===== config.mk =====
export PLATFORM = sky130hd
export DESIGN_NAME = fetch_target_queue
export DESIGN_NICKNAME = d
export VERILOG_FILES = /design/src/rtl/fetch_target_queue.sv
export SDC_FILE = /design/constraint.sdc
export NUM_CORES = 1
export LEC_CHECK = 0
export CAP_MARGIN = 10
export CORE_MARGIN = 2
export CORE_UTILIZATION = 45
export DETAILED_ROUTE_END_ITERATION = 12
export PLACE_DENSITY = 0.68
export SYNTH_ARGS = -nofsm -noshare
export SYNTH_HDL_FRONTEND = slang
export SYNTH_SLANG_ARGS = --single-unit
export TNS_END_PERCENT = 20

===== constraint.sdc =====
create_clock -name clk -period 3.75 [get_ports clk]
set_input_delay 0.75 -clock clk [delete_from_list [all_inputs] [get_ports clk]]
set_output_delay 0.75 -clock clk [all_outputs]
set_load 0.01 [all_outputs]

===== src/rtl/fetch_target_queue.sv =====
// Fetch target queue: a circular buffer of fetch groups (PC + slot mask) between NextPC and Fetch.
// Define FETCH_TARGET_QUEUE_BYPASS_EN to forward an incoming group straight to the output when the queue is empty.
module fetch_target_queue #(
  parameter int unsigned DEPTH       = 4,
  parameter int unsigned FETCH_WIDTH = 2,
  parameter int unsigned PC_WIDTH    = 32
) (
  input  logic                     clk,
  input  logic                     rst,
  input  logic                     flush,
  input  logic                     enq_valid,
  output logic                     enq_ready,
  input  logic [PC_WIDTH-1:0]      enq_pc,
  input  logic [FETCH_WIDTH-1:0]   enq_mask,
  output logic                     deq_valid,
  input  logic                     deq_ready,
  output logic [PC_WIDTH-1:0]      deq_pc,
  output logic [FETCH_WIDTH-1:0]   deq_mask,
  output logic [$clog2(DEPTH):0]   count,
  output logic                     almost_full
);

  localparam int unsigned IdxW = $clog2(DEPTH);
  localparam int unsigned PtrW = IdxW + 1;

  logic [PC_WIDTH-1:0]    pcMem   [DEPTH];
  logic [FETCH_WIDTH-1:0] maskMem [DEPTH];

  // Pointers carry one extra wrap bit above the index.
  logic [PtrW-1:0] headPtr;
  logic [PtrW-1:0] tailPtr;
  logic [IdxW-1:0] headIdx;
  logic [IdxW-1:0] tailIdx;
  logic            empty;
  logic            full;
  logic            enqFire;
  logic            deqFire;

  assign headIdx = headPtr[IdxW-1:0];
  assign tailIdx = tailPtr[IdxW-1:0];
  assign empty   = (headPtr == tailPtr);
  assign full    = (headIdx == tailIdx) && (headPtr[IdxW] != tailPtr[IdxW]);

  assign enq_ready   = !full && !flush;
  assign count       = tailPtr - headPtr;
  assign almost_full = (count >= PtrW'(DEPTH - 1));

`ifdef FETCH_TARGET_QUEUE_BYPASS_EN
  logic bypassHit;

  // Empty queue with a live incoming group: present it directly.
  assign bypassHit = empty && !flush && enq_valid;
  assign deq_valid = (!empty && !flush) || bypassHit;
  assign deq_pc    = empty ? enq_pc   : pcMem[headIdx];
  assign deq_mask  = empty ? enq_mask : maskMem[headIdx];
  assign enqFire   = enq_valid && enq_ready && !(bypassHit && deq_ready);
  assign deqFire   = deq_valid && deq_ready && !empty;
`else
  assign deq_valid = !empty && !flush;
  assign deq_pc    = pcMem[headIdx];
  assign deq_mask  = maskMem[headIdx];
  assign enqFire   = enq_valid && enq_ready;
  assign deqFire   = deq_valid && deq_ready;
`endif

  // Pointer update; natural overflow wraps the index and toggles the wrap bit.
  always_ff @(posedge clk or negedge rst) begin
    if (!rst) begin
      headPtr <= '0;
      tailPtr <= '0;
    end else if (flush) begin
      headPtr <= '0;
      tailPtr <= '0;
    end else begin
      if (enqFire) tailPtr <= tailPtr + PtrW'(1);
      if (deqFire) headPtr <= headPtr + PtrW'(1);
    end
  end

  // Entry storage needs no reset; validity comes from the pointers.
  always_ff @(posedge clk) begin
    if (enqFire) begin
      pcMem[tailIdx]   <= enq_pc;
      maskMem[tailIdx] <= enq_mask;
    end
  end

endmodule

==> metrics, run 1 <==
outcome finished, final reports clean; Placement Setup Slack 697 ps; peak supply drop 0.000356 V; First-pass DRT Iterations 4; Setup Fix Bufs, Post-CTS 0; flops & latches, synth 142; dominant cells by area after synthesis edfxtp_1, mux4_2, dfrtp_1, ha_1, and3_2; initial cell density of the core 0.459; async set-reset flop share out of synthesis 0.0423; vias in the first global route 2842; Rel. slew slack 0.655; Antenna Cells 0; die height 114 um; startpoint types flop; largest net degree at the start of global routing 20; nets@finish 382; Critical Path Sink Type output pin; Int Power 3.64 mW; layout cells sized above 1 0.233; Ports 79; Clock Latency Late Sink 420 ps; post-synth top area cell edfxtp_1; Setup WS post-layout 281 ps; Avg Cell Area, Syn 22.6 um^2; Clock Tree Buf Depth 2; register area share after synthesis 0.772; Vias 2693; final instance area 0.00707 mm^2; die area 0.0131 mm^2; Max Slew Vio Count 0; Fill cells 878; Iteration-0 DRC Markers 156; Core ar. 0.0120 mm^2; R2R cell count 5; Setup Crit Path Kind reg -> out; pwr/cell area 702 mW/mm^2; antenna violations before repair 0; WP data required 3000 ps; syn_nets 290; Synth top cells by count edfxtp_1, mux4_2, ha_1; hold_buf cts 0; P&R area growth vs syn 28.9%; unrepaired setup endpoints after global routing no; Root Buffer clkbuf_16; critical path arrival 2720 ps; Routed WL per cell 20.1 um; fin crit period 3470 ps; htree depth 4; global-route wire length before repair 15400 um; cts bufs inserted 17; GRT Resource Usage Total 0.165; drt via density 5.44; Post-DP HPWL 6140 um; Port Buffer Count 78; Sw Pwr 1.32 mW; Slew @ Worst Pin 518 ps; number of max-cap violations 0; Post-Route Skew 6.60 ps; Setup TNS 0 ps; synthesized area 0.00549 mm^2; final core utilization 0.591; post-CTS sizing 0; CP max FO 19; Final Hold Viols 0; worst min-delay path class in -> async; ys flop type edfxtp_1; GRT Residual Overflow 0; final WL 9930 um; Setup violations, final 0; Core Rows 40; Yosys top cell area share 0.745; DR DRC count 0; register area 0.00424 mm^2; Final GP Congestion 0.816; Syn. warnings 0; Sinks on Clock Net 142; sequential power share 0.400; combinational share of power 0.278; fmax 0.288 GHz; Yosys cell types 27; final worst-path cycle share 0.925; Die X 114 um; multi-input logic area 0.00117 mm^2; LEAKAGE 2.30 nW; clk slew on worst S/H paths 60 ps; final antenna-violating net count 0; TritonCTS clock tree yes; sw frac 0.266; Post-synth EDFFs 136; clock group share of total power 0.323; Post-DP Area 0.00650 mm^2; Synth Instances 243; count leader, synth edfxtp_1
## critical path, cell delays in order (launching register included)
cell and delay [ps]:
dfrtp_2 660, inv_1 170, ha_1 440, a31oi_1 400, clkdlybuf4s50_1 630
## registers in the layout, summed over array words and instances, names as in the netlist
signal / count
tailPtr: 3
headPtr: 3
maskMem: 8
pcMem: 128
## power groups by stage
stage	sequential, mW	clock, mW	combinational (mW)
after global routing	2.00	1.69	1.49
after CTS	1.99	1.63	1.40
after global placement	2.01	0	1.38
final	1.98	1.60	1.38
after detailed placement	2.02	0	1.39
after floorplan	1.97	0	0.768
## cell type report
cell class / instances / area share
Inverter: 5 / 0.00265
Sequential cell: 142 / 0.599
Clock inverter: 15 / 0.0211
Clock buffer: 17 / 0.0602
Tap cell: 147 / 0.0260
Timing Repair Buffer: 86 / 0.126
Multi-Input combinational cell: 83 / 0.165
## cells by family (layout without fill, tap and decap cells)
logic type,after synthesis,count (layout),synth area share
AO/OA/AOI/OAI,16,16,0.0214
XOR/XNOR,3,3,0.00616
adder cells (fa/ha/maj),8,8,0.0196
buffers and inverters,18,123,0.0155
flip-flops,142,142,0.772
multiplexers,34,34,0.140
AND/OR/NAND/NOR,22,22,0.0258
## placed cells by master (no fill, tap or decap), types with 3 or more instances in the layout
master and n:
buf_12 4, and4b_1 3, o311ai_0 3, clkinvlp_4 7
mux4_2 34, clkinv_2 3, and3_2 5, a31oi_1 4
buf_4 4, clkbuf_16 17, edfxtp_1 136, clkdlybuf4s50_1 78
nand3_1 5, ha_1 7, inv_1 5, nand2_1 3
a21oi_1 3, dfrtp_1 4, a32oi_1 3
## final timing paths
| check | end | start | slack, ps |
|---|---|---|---|
| min | tailPtr[0] | rst | 600 |
| min in group clk | tailPtr[2] | tailPtr[2] | 680 |
| max | enq_ready | headPtr[1] | 280 |
| max in group asynchronous | headPtr[1] | rst | 2890 |
| min reg2reg | tailPtr[2] | tailPtr[2] | 680 |
| max reg2reg | pcMem[2][0] | headPtr[1] | 920 |
## per-layer routing
layer  track usage  wire length, um  vias up  part of all wire
met4        0.0740              138        0             0.014
met5             0                0        -                 0
met2         0.260             4920       77              0.50
met1         0.210             4330     1390              0.44
li1              -                -     1213                 -
met3        0.0556              541       13             0.054
## metrics by stage
step,hold slack (ps),instances,power (mW)
after floorplan,454,243,2.74
after global placement,627,463,3.39
after detailed placement,670,463,3.41
after CTS,594,495,5.02
after global routing,604,495,5.18
final,597,495,4.96
Note: power is estimated with default switching activity, not from simulation.
==> inputs of run 2 (changes only) <==
--- a/config.mk
+++ b/config.mk
@@ -9,7 +9,7 @@
 export CORE_MARGIN = 2
 export CORE_UTILIZATION = 45
 export DETAILED_ROUTE_END_ITERATION = 12
-export PLACE_DENSITY = 0.68
+export PLACE_DENSITY = 0.76
 export SYNTH_ARGS = -nofsm -noshare
 export SYNTH_HDL_FRONTEND = slang
 export SYNTH_SLANG_ARGS = --single-unit
==> run 2 against run 1 <==
Effect of this change: worst hold slack better by 2.0 ps; via count is 1.0% lower; critical endpoint unchanged; design area is 0.53% higher; sequential power hardly changed; flip-flop and latch count stayed put; fmax is 10% higher; global-route usage is 0.40 points higher; clock-buffer cell count is 1 higher; core utilization is 0.31 points higher; register-to-register slack better by 320 ps.
==> metrics, run 2 (synthesis gave the netlist of run 1 again) <==
most frequent cells in the layout edfxtp_1, clkdlybuf4s50_1, mux4_2; leading cell type in the layout, fill and taps excluded edfxtp_1; Post-DP HPWL 5960 um; multi-input logic area 0.00117 mm^2; Root Buffer clkbuf_16; Core ar. 0.0120 mm^2; P&R area growth vs syn 29.6%; Vias 2666; nets@finish 381; number of max-cap violations 0; LEAKAGE 2.32 nW; layout cells sized above 1 0.225; Setup Fix Bufs, Post-CTS 0; post-CTS sizing 0; worst min-delay path class in -> async; Clock Latency Late Sink 410 ps; TritonCTS clock tree yes; global-route wire length before repair 15600 um; Final Hold Viols 0; delay of the slowest cell on the worst path 630 ps; reg-to-reg slack, setup 1240 ps; Port Buffer Count 78; unrepaired setup endpoints after global routing no; slowest CP cell clkdlybuf4s50_1; initial cell density of the core 0.459; htree depth 4; die area 0.0131 mm^2; Max Slew Vio Count 0; Die X 114 um; final antenna-violating net count 0; outcome finished, final reports clean; final WL 9960 um; die height 114 um; pwr/cell area 715 mW/mm^2; worst-path cell chain inv_1, ha_1, a31oi_1, clkdlybuf4s50_1; max FFs per register 128; Core Rows 40; register area 0.00424 mm^2; drt via density 5.40; Fill cells 831; non-filler cells, final 494; final worst-path cycle share 0.839; Top Registers pcMem: 128 flops, maskMem: 8 flops; Iteration-0 DRC Markers 156; Setup Crit Path Kind reg -> out; GRT Residual Overflow 0; hold_buf cts 0; Antenna Cells 0; critical path arrival 2400 ps; Slew @ Worst Pin 549 ps; largest net degree at the start of global routing 37; DR DRC count 0; Rel. slew slack 0.634; Top reg by flops pcMem; peak supply drop 0.000350 V; CP max FO 10; Critical Path Sink Type output pin; Ports 79; fin crit period 3150 ps; Clock Tree Buf Depth 2; Setup TNS 0 ps; fmax 0.318 GHz; Routed WL per cell 20.2 um; WP data required 3000 ps; Post-Place Cells 462; vias in the first global route 2816; First-pass DRT Iterations 4; Post-Route Skew 8.23 ps; Final GP Congestion 0.844; cts bufs inserted 17; GRT Resource Usage Total 0.169; clk slew on worst S/H paths 60 ps; startpoint types flop; Setup violations, final 0; antenna violations before repair 0; Sinks on Clock Net 142
==> run 2: cell count changes in the layout (fill, tap and decap cells not counted) <==
cell	before	now
clkinv_4	2	1
bufinv_16	2	4
inv_6	0	3
clkbuf_1	0	1
buf_4	4	3
clkinvlp_4	7	3
clkinv_2	3	1
clkinv_1	1	2
==> run 2: final cells by class <==
type | instances | area share
multi-input cells | 83 | 0.164
inverters | 5 | 0.00264
clock buffers | 18 | 0.0604
flip-flops and latches | 142 | 0.596
well taps | 147 | 0.0259
repair buffers | 85 | 0.124
clock inverters | 14 | 0.0268
==> run 2: worst paths after layout <==
kind | start | to | depth (start not counted)
hold reg to reg | tailPtr[2] | tailPtr[2] | 2
min in group clk | tailPtr[2] | tailPtr[2] | 2
setup reg to reg | tailPtr[0] | pcMem[3][11] | 5
max in group asynchronous | rst | headPtr[0] | 1
setup / recovery | tailPtr[0] | enq_ready | 4
hold / removal | rst | headPtr[2] | 1
==> run 2: power breakdown <==
group	internal [mW]	switching, mW	total [mW]
Sequential	1.91	0.0527	1.96
Clock	1.11	0.616	1.73
Combinational	0.765	0.630	1.39
Total	3.78	1.30	5.08
==> run 2: routing by layer <==
layer | vias up | global-route usage | wire length [um]
met3 | 21 | 0.0482 | 435
met5 | - | 0 | 0
li1 | 1206 | - | -
met2 | 68 | 0.265 | 4950
met1 | 1371 | 0.209 | 4220
met4 | 0 | 0.107 | 352
==> run 2: through the flow <==
step	instance area, um^2	utilization	setup slack (ps)	hold slack, ps	total power [mW]
global route	7110	0.594	468	618	5.31
CTS	7110	0.594	582	598	5.14
finish	7110	0.594	602	599	5.08
floorplan	5490	-	1400	454	2.74
global placement	6490	0.542	884	615	3.39
detailed placement	6490	0.542	864	635	3.40
==> run 2: worst max-delay path: cells and delay by family, from the launching register on <==
kind | cells | cell delay, ps
buf+inv | 2 | 750
compound gates | 1 | 430
flops | 1 | 410
fa+ha+maj | 1 | 400
